**src/rtl/cpu_pkg.sv**
```systemverilog
// Shared CPU definitions: fetch state encoding and the opcode fields that decide
// whether an instruction carries an inline data byte.
package cpu_pkg;

   localparam int unsigned ADDR_W = 16;
   localparam int unsigned BYTE_W = 8;
   localparam int unsigned INST_W = 16;

   typedef enum logic [1:0] {
      FS_FETCH_HI   = 2'd0,
      FS_FETCH_LO   = 2'd1,
      FS_FETCH_DATA = 2'd2,
      FS_HOLD       = 2'd3
   } fetch_state_e;

   localparam logic [INST_W-1:0] ONE_ARG_MASK = 16'hC000;
   localparam logic [INST_W-1:0] ONE_ARG_VAL  = 16'h8000;
   localparam logic [INST_W-1:0] SRC_MASK     = 16'h0600;
   localparam logic [INST_W-1:0] SRC_DATA     = 16'h0200;

   // One-argument instruction whose source is the inline data byte.
   function automatic logic needs_data(input logic [INST_W-1:0] word);
      return ((word & ONE_ARG_MASK) == ONE_ARG_VAL) && ((word & SRC_MASK) == SRC_DATA);
   endfunction

endpackage

```
**src/rtl/instruction_fetch.sv**
```systemverilog
// Byte-serial instruction fetch: walks the PC over a req/ack byte memory and
// presents a 16-bit instruction plus optional inline data byte to the decoder.
module instruction_fetch
   import cpu_pkg::*;
#(
   parameter logic [ADDR_W-1:0] RESET_PC = 16'h0000
) (
   input  logic              clk,
   input  logic              rst_n,
   input  logic              en,
   output logic              mem_req,
   output logic [ADDR_W-1:0] mem_addr,
   input  logic              mem_ack,
   input  logic [BYTE_W-1:0] mem_rdata,
   output logic              inst_valid,
   input  logic              inst_ready,
   output logic [INST_W-1:0] inst,
   output logic [BYTE_W-1:0] data,
   output logic [ADDR_W-1:0] inst_pc,
   output logic [ADDR_W-1:0] next_pc,
   input  logic              pc_load,
   input  logic [ADDR_W-1:0] pc_load_value
);

   localparam logic [1:0] FETCH_HI   = FS_FETCH_HI;
   localparam logic [1:0] FETCH_LO   = FS_FETCH_LO;
   localparam logic [1:0] FETCH_DATA = FS_FETCH_DATA;
   localparam logic [1:0] HOLD       = FS_HOLD;

   logic [1:0]        state, state_n;
   logic [ADDR_W-1:0] pc, pc_n;
   logic              mem_req_n;
   logic [ADDR_W-1:0] mem_addr_n;
   logic              inst_valid_n;
   logic [INST_W-1:0] inst_n;
   logic [BYTE_W-1:0] data_n;
   logic [ADDR_W-1:0] inst_pc_n;
   logic [ADDR_W-1:0] next_pc_n;
   logic              xfer;
   logic [INST_W-1:0] lo_word;

   assign xfer    = mem_req & mem_ack;
   assign lo_word = {inst[INST_W-1:BYTE_W], mem_rdata};

   // State and output registers.
   always_ff @(posedge clk or negedge rst_n) begin
      if (!rst_n) begin
         state      <= FETCH_HI;
         pc         <= RESET_PC;
         mem_req    <= 1'b0;
         mem_addr   <= RESET_PC;
         inst_valid <= 1'b0;
         inst       <= '0;
         data       <= '0;
         inst_pc    <= RESET_PC;
         next_pc    <= RESET_PC + ADDR_W'(2);
      end else begin
         state      <= state_n;
         pc         <= pc_n;
         mem_req    <= mem_req_n;
         mem_addr   <= mem_addr_n;
         inst_valid <= inst_valid_n;
         inst       <= inst_n;
         data       <= data_n;
         inst_pc    <= inst_pc_n;
         next_pc    <= next_pc_n;
      end
   end

   // Next-state and next-output logic; a redirect overrides everything.
   always_comb begin
      state_n      = state;
      pc_n         = pc;
      mem_req_n    = mem_req;
      mem_addr_n   = mem_addr;
      inst_valid_n = inst_valid;
      inst_n       = inst;
      data_n       = data;
      inst_pc_n    = inst_pc;
      next_pc_n    = next_pc;

      if (pc_load) begin
         state_n      = FETCH_HI;
         pc_n         = pc_load_value;
         mem_req_n    = 1'b0;
         mem_addr_n   = pc_load_value;
         inst_valid_n = 1'b0;
      end else begin
         case (state)
            FETCH_HI: begin
               if (xfer) begin
                  inst_n     = {mem_rdata, inst[BYTE_W-1:0]};
                  state_n    = FETCH_LO;
                  mem_addr_n = pc + ADDR_W'(1);
                  mem_req_n  = en;
               end else if (!mem_req) begin
                  mem_addr_n = pc;
                  mem_req_n  = en;
               end
            end
            FETCH_LO: begin
               if (xfer) begin
                  inst_n = lo_word;
                  if (needs_data(lo_word)) begin
                     state_n    = FETCH_DATA;
                     mem_addr_n = pc + ADDR_W'(2);
                     mem_req_n  = en;
                  end else begin
                     data_n       = '0;
                     state_n      = HOLD;
                     mem_req_n    = 1'b0;
                     inst_valid_n = 1'b1;
                     inst_pc_n    = pc;
                     next_pc_n    = pc + ADDR_W'(2);
                  end
               end else if (!mem_req) begin
                  mem_req_n = en;
               end
            end
            FETCH_DATA: begin
               if (xfer) begin
                  data_n       = mem_rdata;
                  state_n      = HOLD;
                  mem_req_n    = 1'b0;
                  inst_valid_n = 1'b1;
                  inst_pc_n    = pc;
                  next_pc_n    = pc + ADDR_W'(3);
               end else if (!mem_req) begin
                  mem_req_n = en;
               end
            end
            HOLD: begin
               // Consumed: the next opcode request goes out straight away.
               if (inst_ready) begin
                  pc_n         = next_pc;
                  state_n      = FETCH_HI;
                  inst_valid_n = 1'b0;
                  mem_addr_n   = next_pc;
                  mem_req_n    = en;
               end
            end
            default: begin
               state_n   = FETCH_HI;
               mem_req_n = 1'b0;
            end
         endcase
      end
   end

endmodule
```
**config.mk**
```make
export PLATFORM = sky130hd
export DESIGN_NAME = instruction_fetch
export DESIGN_NICKNAME = d
export VERILOG_FILES = /design/src/rtl/cpu_pkg.sv /design/src/rtl/instruction_fetch.sv
export SDC_FILE = /design/constraint.sdc
export NUM_CORES = 1
export LEC_CHECK = 0
export ABC_CLOCK_PERIOD_IN_PS = 2100
export CORE_ASPECT_RATIO = 1.5
export CORE_UTILIZATION = 45
export DETAILED_ROUTE_END_ITERATION = 16
export GPL_ROUTABILITY_DRIVEN = 0
export PLACE_DENSITY = 0.74
export SYNTH_ARGS = -nofsm -noshare
export SYNTH_HDL_FRONTEND = slang
export SYNTH_SLANG_ARGS = --single-unit
```
**constraint.sdc**
```tcl
create_clock -name clk -period 2.1 [get_ports clk]
set_input_delay 0.315 -clock clk [delete_from_list [all_inputs] [get_ports clk]]
set_output_delay 0.315 -clock clk [all_outputs]
set_load 0.01 [all_outputs]
```
==> reports/summary.md <==
The run finished with clean final reports. The share of total power in combinational logic was 50.6%. The worst setup path is launched from a flip-flop. The tools report the type of element capturing the critical path as a flip-flop.

The kind of critical path was reg -> reg. The average instance area after synthesis was 8.90 um^2. The post-layout minimum cycle time came out at 2.01 ns. The count of nets left with antenna violations after detail routing came out at 0. TritonCTS built the clock tree. The synthesis warning total is 0, and the slew of the pin with the lowest slew margin is 0.636 ns.

Share of synthesized registers carrying an async set or reset: 100%. For the setup-violating endpoint count in the final report, the log shows 0. Once the clock tree was built, the setup fixing pass inserted 0 buffers.

Leaving out fill and tap cells, the most frequent cells in the layout are sky130_fd_sc_hd__nand2_1 (117), sky130_fd_sc_hd__clkdlybuf4s50_1 (101), sky130_fd_sc_hd__dfrtp_1 (89). The insertion delay to the later sink of the worst-skew pair came out at 0.35 ns. The number of standard cells after synthesis was 598; the hold violation count in the final report was 0. After legalization and detailed placement, the total HPWL measured 11,600 um. The analysis attributes to net switching a power of 0.00380 W.

The global-route wire length before repair came out at 25,500 um. The floorplan die height is 135 um, and the arithmetic-cell share of the synthesized area counting full adders, half adders and majority gates is 2.12%. The final layout contains routed wiring with a total length of 15,900 um. The logs give 0 for the initial antenna violation count and 733 uV for the peak supply drop.

The tree built by TritonCTS fans out to 92 sinks. The logs give 39 for the largest net degree at the start of global routing and 0.09 ns for the register-to-register path setup slack. For this run, the share of the core covered by cells in the final layout is 62.3%. In this run the tightest slew margin relative to its limit is 57.6%. Summing all non-filler instances in the final layout gives an area of 7190 um^2.

The main combinational cell family by area after synthesis is simple AND/OR/NAND/NOR gates. Counting flops with a built-in enable in the synthesized netlist gives 0. The maximum fanout along the worst path is 22, and the cell-internal power is 0.00569 W. In the global route stage, overall resource usage came out at 26.6%.

The synthesized flop and latch total is 92, and the mux cell area share after synthesis is 5.83%. Summing the areas of all compound-gate instances in the mapped netlist gives 19.8% of the synthesized area. The type of the tightest min-delay check was in -> async.

The number of buffers on the longest clock path is 2. The initial utilization of the core area, before any placement, comes to 46.1%. Synthesis instantiated 68 different standard cells from the library. The run gives 5320 um^2 as the cell area after synthesis. The tools report the number of cells in the design after placement as 859. Count of TritonRoute iterations in the first routing pass: 6. Setup repair after global routing could not meet its margin everywhere. The sequential share of power is 32.2%.

104 I/O pins were placed. During placement, the flow inserted port buffers numbering 103. After detailed routing, the average wire length per cell comes to 18.1 um.

Areal power density over the cells: 1320 nW/um^2. The area growth from synthesis to layout is 35.1%. Of all cell types, the one taking the most synthesized area is sky130_fd_sc_hd__dfrtp_1. For the post-route clock skew, the log shows 0.00751 ns. Dividing the detail-routed via count by the number of cells gives 5.82. Of the synthesized area, sequential elements account for 43.3%. CTS placed an instance of sky130_fd_sc_hd__clkbuf_16 at the clock tree root.

The core region is 11,500 um^2. Max-cap violations in this run came to 0. Ranked by total cell area, the synthesized netlist is headed by sky130_fd_sc_hd__dfrtp_1 (43%), sky130_fd_sc_hd__nand2_1 (8.3%), sky130_fd_sc_hd__o21ai_0 (5.9%).

Summed over all failing endpoints, the final setup total negative slack is 0 ns. The H-tree depth reported by CTS was 3. The repair_antennas step left the layout with diodes totalling 0. Remaining global-route overflow: 0.

The post-CTS clock slew at the launch and capture registers of the worst setup and hold paths is 0.07 ns, and the number of cells in the finished layout apart from fillers is 876. The overall via count from detail_route is 5,097, and the max-slew violation count is 0. The top cell type's share of synthesized area works out to 42.8%. The run gives 5,167 as the number of global-route vias before repair. Primary flip-flop cell chosen by synthesis mapping: sky130_fd_sc_hd__dfrtp_1.

TritonCTS created 9 clock buffers. The number of core rows was 48; the floorplan die width was 90.8 um. The detailed router finished its first iteration with 599 violations. The library cell used most frequently in the layout, excluding fill and tap cells, is sky130_fd_sc_hd__nand2_1. Arrival time at the worst endpoint: 2.21 ns. The share of layout cells above drive strength 1 is 15.3%. Static timing analysis puts the maximum clock frequency at 499 MHz. The xor and xnor area share after synthesis is 3.62%. The run gives 3.07 nW as the cell leakage power. Synthesis produced a netlist with a net count of 637.

The number of DRC violations after detailed routing came out at 0. Of the total synthesized cell area, the portion taken by AND, OR, NAND and NOR gates is 19.8%. The die covers 12,300 um^2.

The net total in the final layout came out at 760. Per report_power, the clock group accounts for 17.2% of the total. Power comes to 0.00948 W. Once placement finished, the instance area stood at 6860 um^2.

Of the available clock period, the critical path in the final layout requires 95.5%. The required time of the critical path is 2.30 ns, and the switching share of power is 40.0%.
## layout make-up
type	count	area [um^2]
Multi-Input combinational cell	442	2760
Clock inverter	7	75.1
Timing Repair Buffer	163	1590
Sequential cell	92	2310
Inverter	13	48.8
Clock buffer	9	225
Tap cell	150	188
Fill cell	990	4340
## power by group through the flow
stage / Combinational [W] / Clock, W / Sequential, W
6_report: 0.00480 / 0.00163 / 0.00305
5_1_grt: 0.00519 / 0.00173 / 0.00313
4_1_cts: 0.00477 / 0.00166 / 0.00304
3_5_place_dp: 0.00474 / 0 / 0.00306
3_3_place_gp: 0.00466 / 0 / 0.00303
2_1_floorplan: 0.00225 / 0 / 0.00313
## cells in the mapped netlist, types with 2 or more instances
cell                         n
sky130_fd_sc_hd__nor3_1     13
sky130_fd_sc_hd__buf_2      22
sky130_fd_sc_hd__a31oi_1     7
sky130_fd_sc_hd__nor4_1      7
sky130_fd_sc_hd__clkbuf_1   21
sky130_fd_sc_hd__nand4_1     6
sky130_fd_sc_hd__o221ai_1    2
sky130_fd_sc_hd__o21bai_1    3
sky130_fd_sc_hd__a221oi_1    9
sky130_fd_sc_hd__xnor2_1    12
sky130_fd_sc_hd__ha_1        9
sky130_fd_sc_hd__or2_2       2
sky130_fd_sc_hd__nand3b_1    2
sky130_fd_sc_hd__nor4_4      2
sky130_fd_sc_hd__buf_1       2
sky130_fd_sc_hd__mux2_2      8
sky130_fd_sc_hd__nand3_1    11
sky130_fd_sc_hd__nand2b_1    9
sky130_fd_sc_hd__and4_1      2
sky130_fd_sc_hd__a22oi_1     5
sky130_fd_sc_hd__o21ai_0    63
sky130_fd_sc_hd__or3_1       2
sky130_fd_sc_hd__nand2_1   117
sky130_fd_sc_hd__a32o_1      3
sky130_fd_sc_hd__a22o_1      8
sky130_fd_sc_hd__o211ai_1    3
sky130_fd_sc_hd__nor2_1     29
sky130_fd_sc_hd__a21oi_1    26
sky130_fd_sc_hd__xor2_1     10
sky130_fd_sc_hd__a211oi_1    5
sky130_fd_sc_hd__mux2i_1    22
sky130_fd_sc_hd__o31ai_1    10
sky130_fd_sc_hd__dfrtp_1    91
sky130_fd_sc_hd__inv_1      12
sky130_fd_sc_hd__a21boi_0    3
sky130_fd_sc_hd__nor2b_1     4
sky130_fd_sc_hd__buf_4       5
## kinds of logic (layout without fill, tap and decap cells)
group           Yosys count  count (layout)
compound gates          162             162
xor+xnor                 22              22
fa+ha+maj                 9               9
buf+inv                  64             192
flops                    92              92
mux                      30              30
simple gates            219             219
## path summary, 6_finish.rpt
check,from,to,cells past startpoint
hold reg to reg,inst_pc[11]$_DFFE_PN0P_,inst_pc[11]$_DFFE_PN0P_,2
max in group asynchronous,rst_n,inst_pc[9]$_DFFE_PN0P_,3
setup reg to reg,state[1]$_DFFE_PN0P_,mem_addr[1]$_DFFE_PN0P_,8
min in group clk,inst_pc[11]$_DFFE_PN0P_,inst_pc[11]$_DFFE_PN0P_,2
hold / removal,rst_n,inst_valid$_DFFE_PN0P_,2
setup / recovery,state[1]$_DFFE_PN0P_,mem_addr[1]$_DFFE_PN0P_,8
## flip-flops by register name, summed over array words and instances (netlist names)
| name | count |
|---|---|
| inst | 16 |
| inst_pc | 16 |
| mem_addr | 16 |
| next_pc | 16 |
| pc | 16 |
| data | 8 |
| state | 2 |
| inst_valid | 1 |
| mem_req | 1 |
## through the flow
| stage | worst slack (ns) | hold slack [ns] |
|---|---|---|
| floorplan | 0.159 | 0.0194 |
| global placement | -0.127 | 0.300 |
| detailed placement | -0.184 | 0.298 |
| CTS | 0.0431 | 0.462 |
| global route | -0.0678 | 0.490 |
| finish | 0.0943 | 0.452 |
## routing by layer
| layer | up-vias | share of wire (%) | wire length (um) | track usage [%] |
|---|---|---|---|---|
| met2 | 231 | 52 | 8230 | 47.3 |
| met4 | 0 | 3.9 | 626 | 13.9 |
| li1 | 2362 | - | - | - |
| met5 | - | 0 | 0 | 0 |
| met3 | 54 | 5.5 | 878 | 4.83 |
| met1 | 2450 | 39 | 6130 | 30.4 |
## worst max-delay path, cell delays in order, from the launching register on
cell and delay [ns]:
sky130_fd_sc_hd__dfrtp_1 0.39, sky130_fd_sc_hd__inv_1 0.08, sky130_fd_sc_hd__ha_1 0.23, sky130_fd_sc_hd__buf_12 0.18, sky130_fd_sc_hd__a21oi_1 0.21, sky130_fd_sc_hd__o2111a_2 0.28
sky130_fd_sc_hd__buf_4 0.18, sky130_fd_sc_hd__mux2i_1 0.21, sky130_fd_sc_hd__o21ai_0 0.10
## repair_timing
item	CTS	global route
hold buffers	1	0
endpoints found under the hold margin	28	0
endpoints found under the setup margin	0	11
resized for setup	0	6
Power figures use the tool's default switching activity.
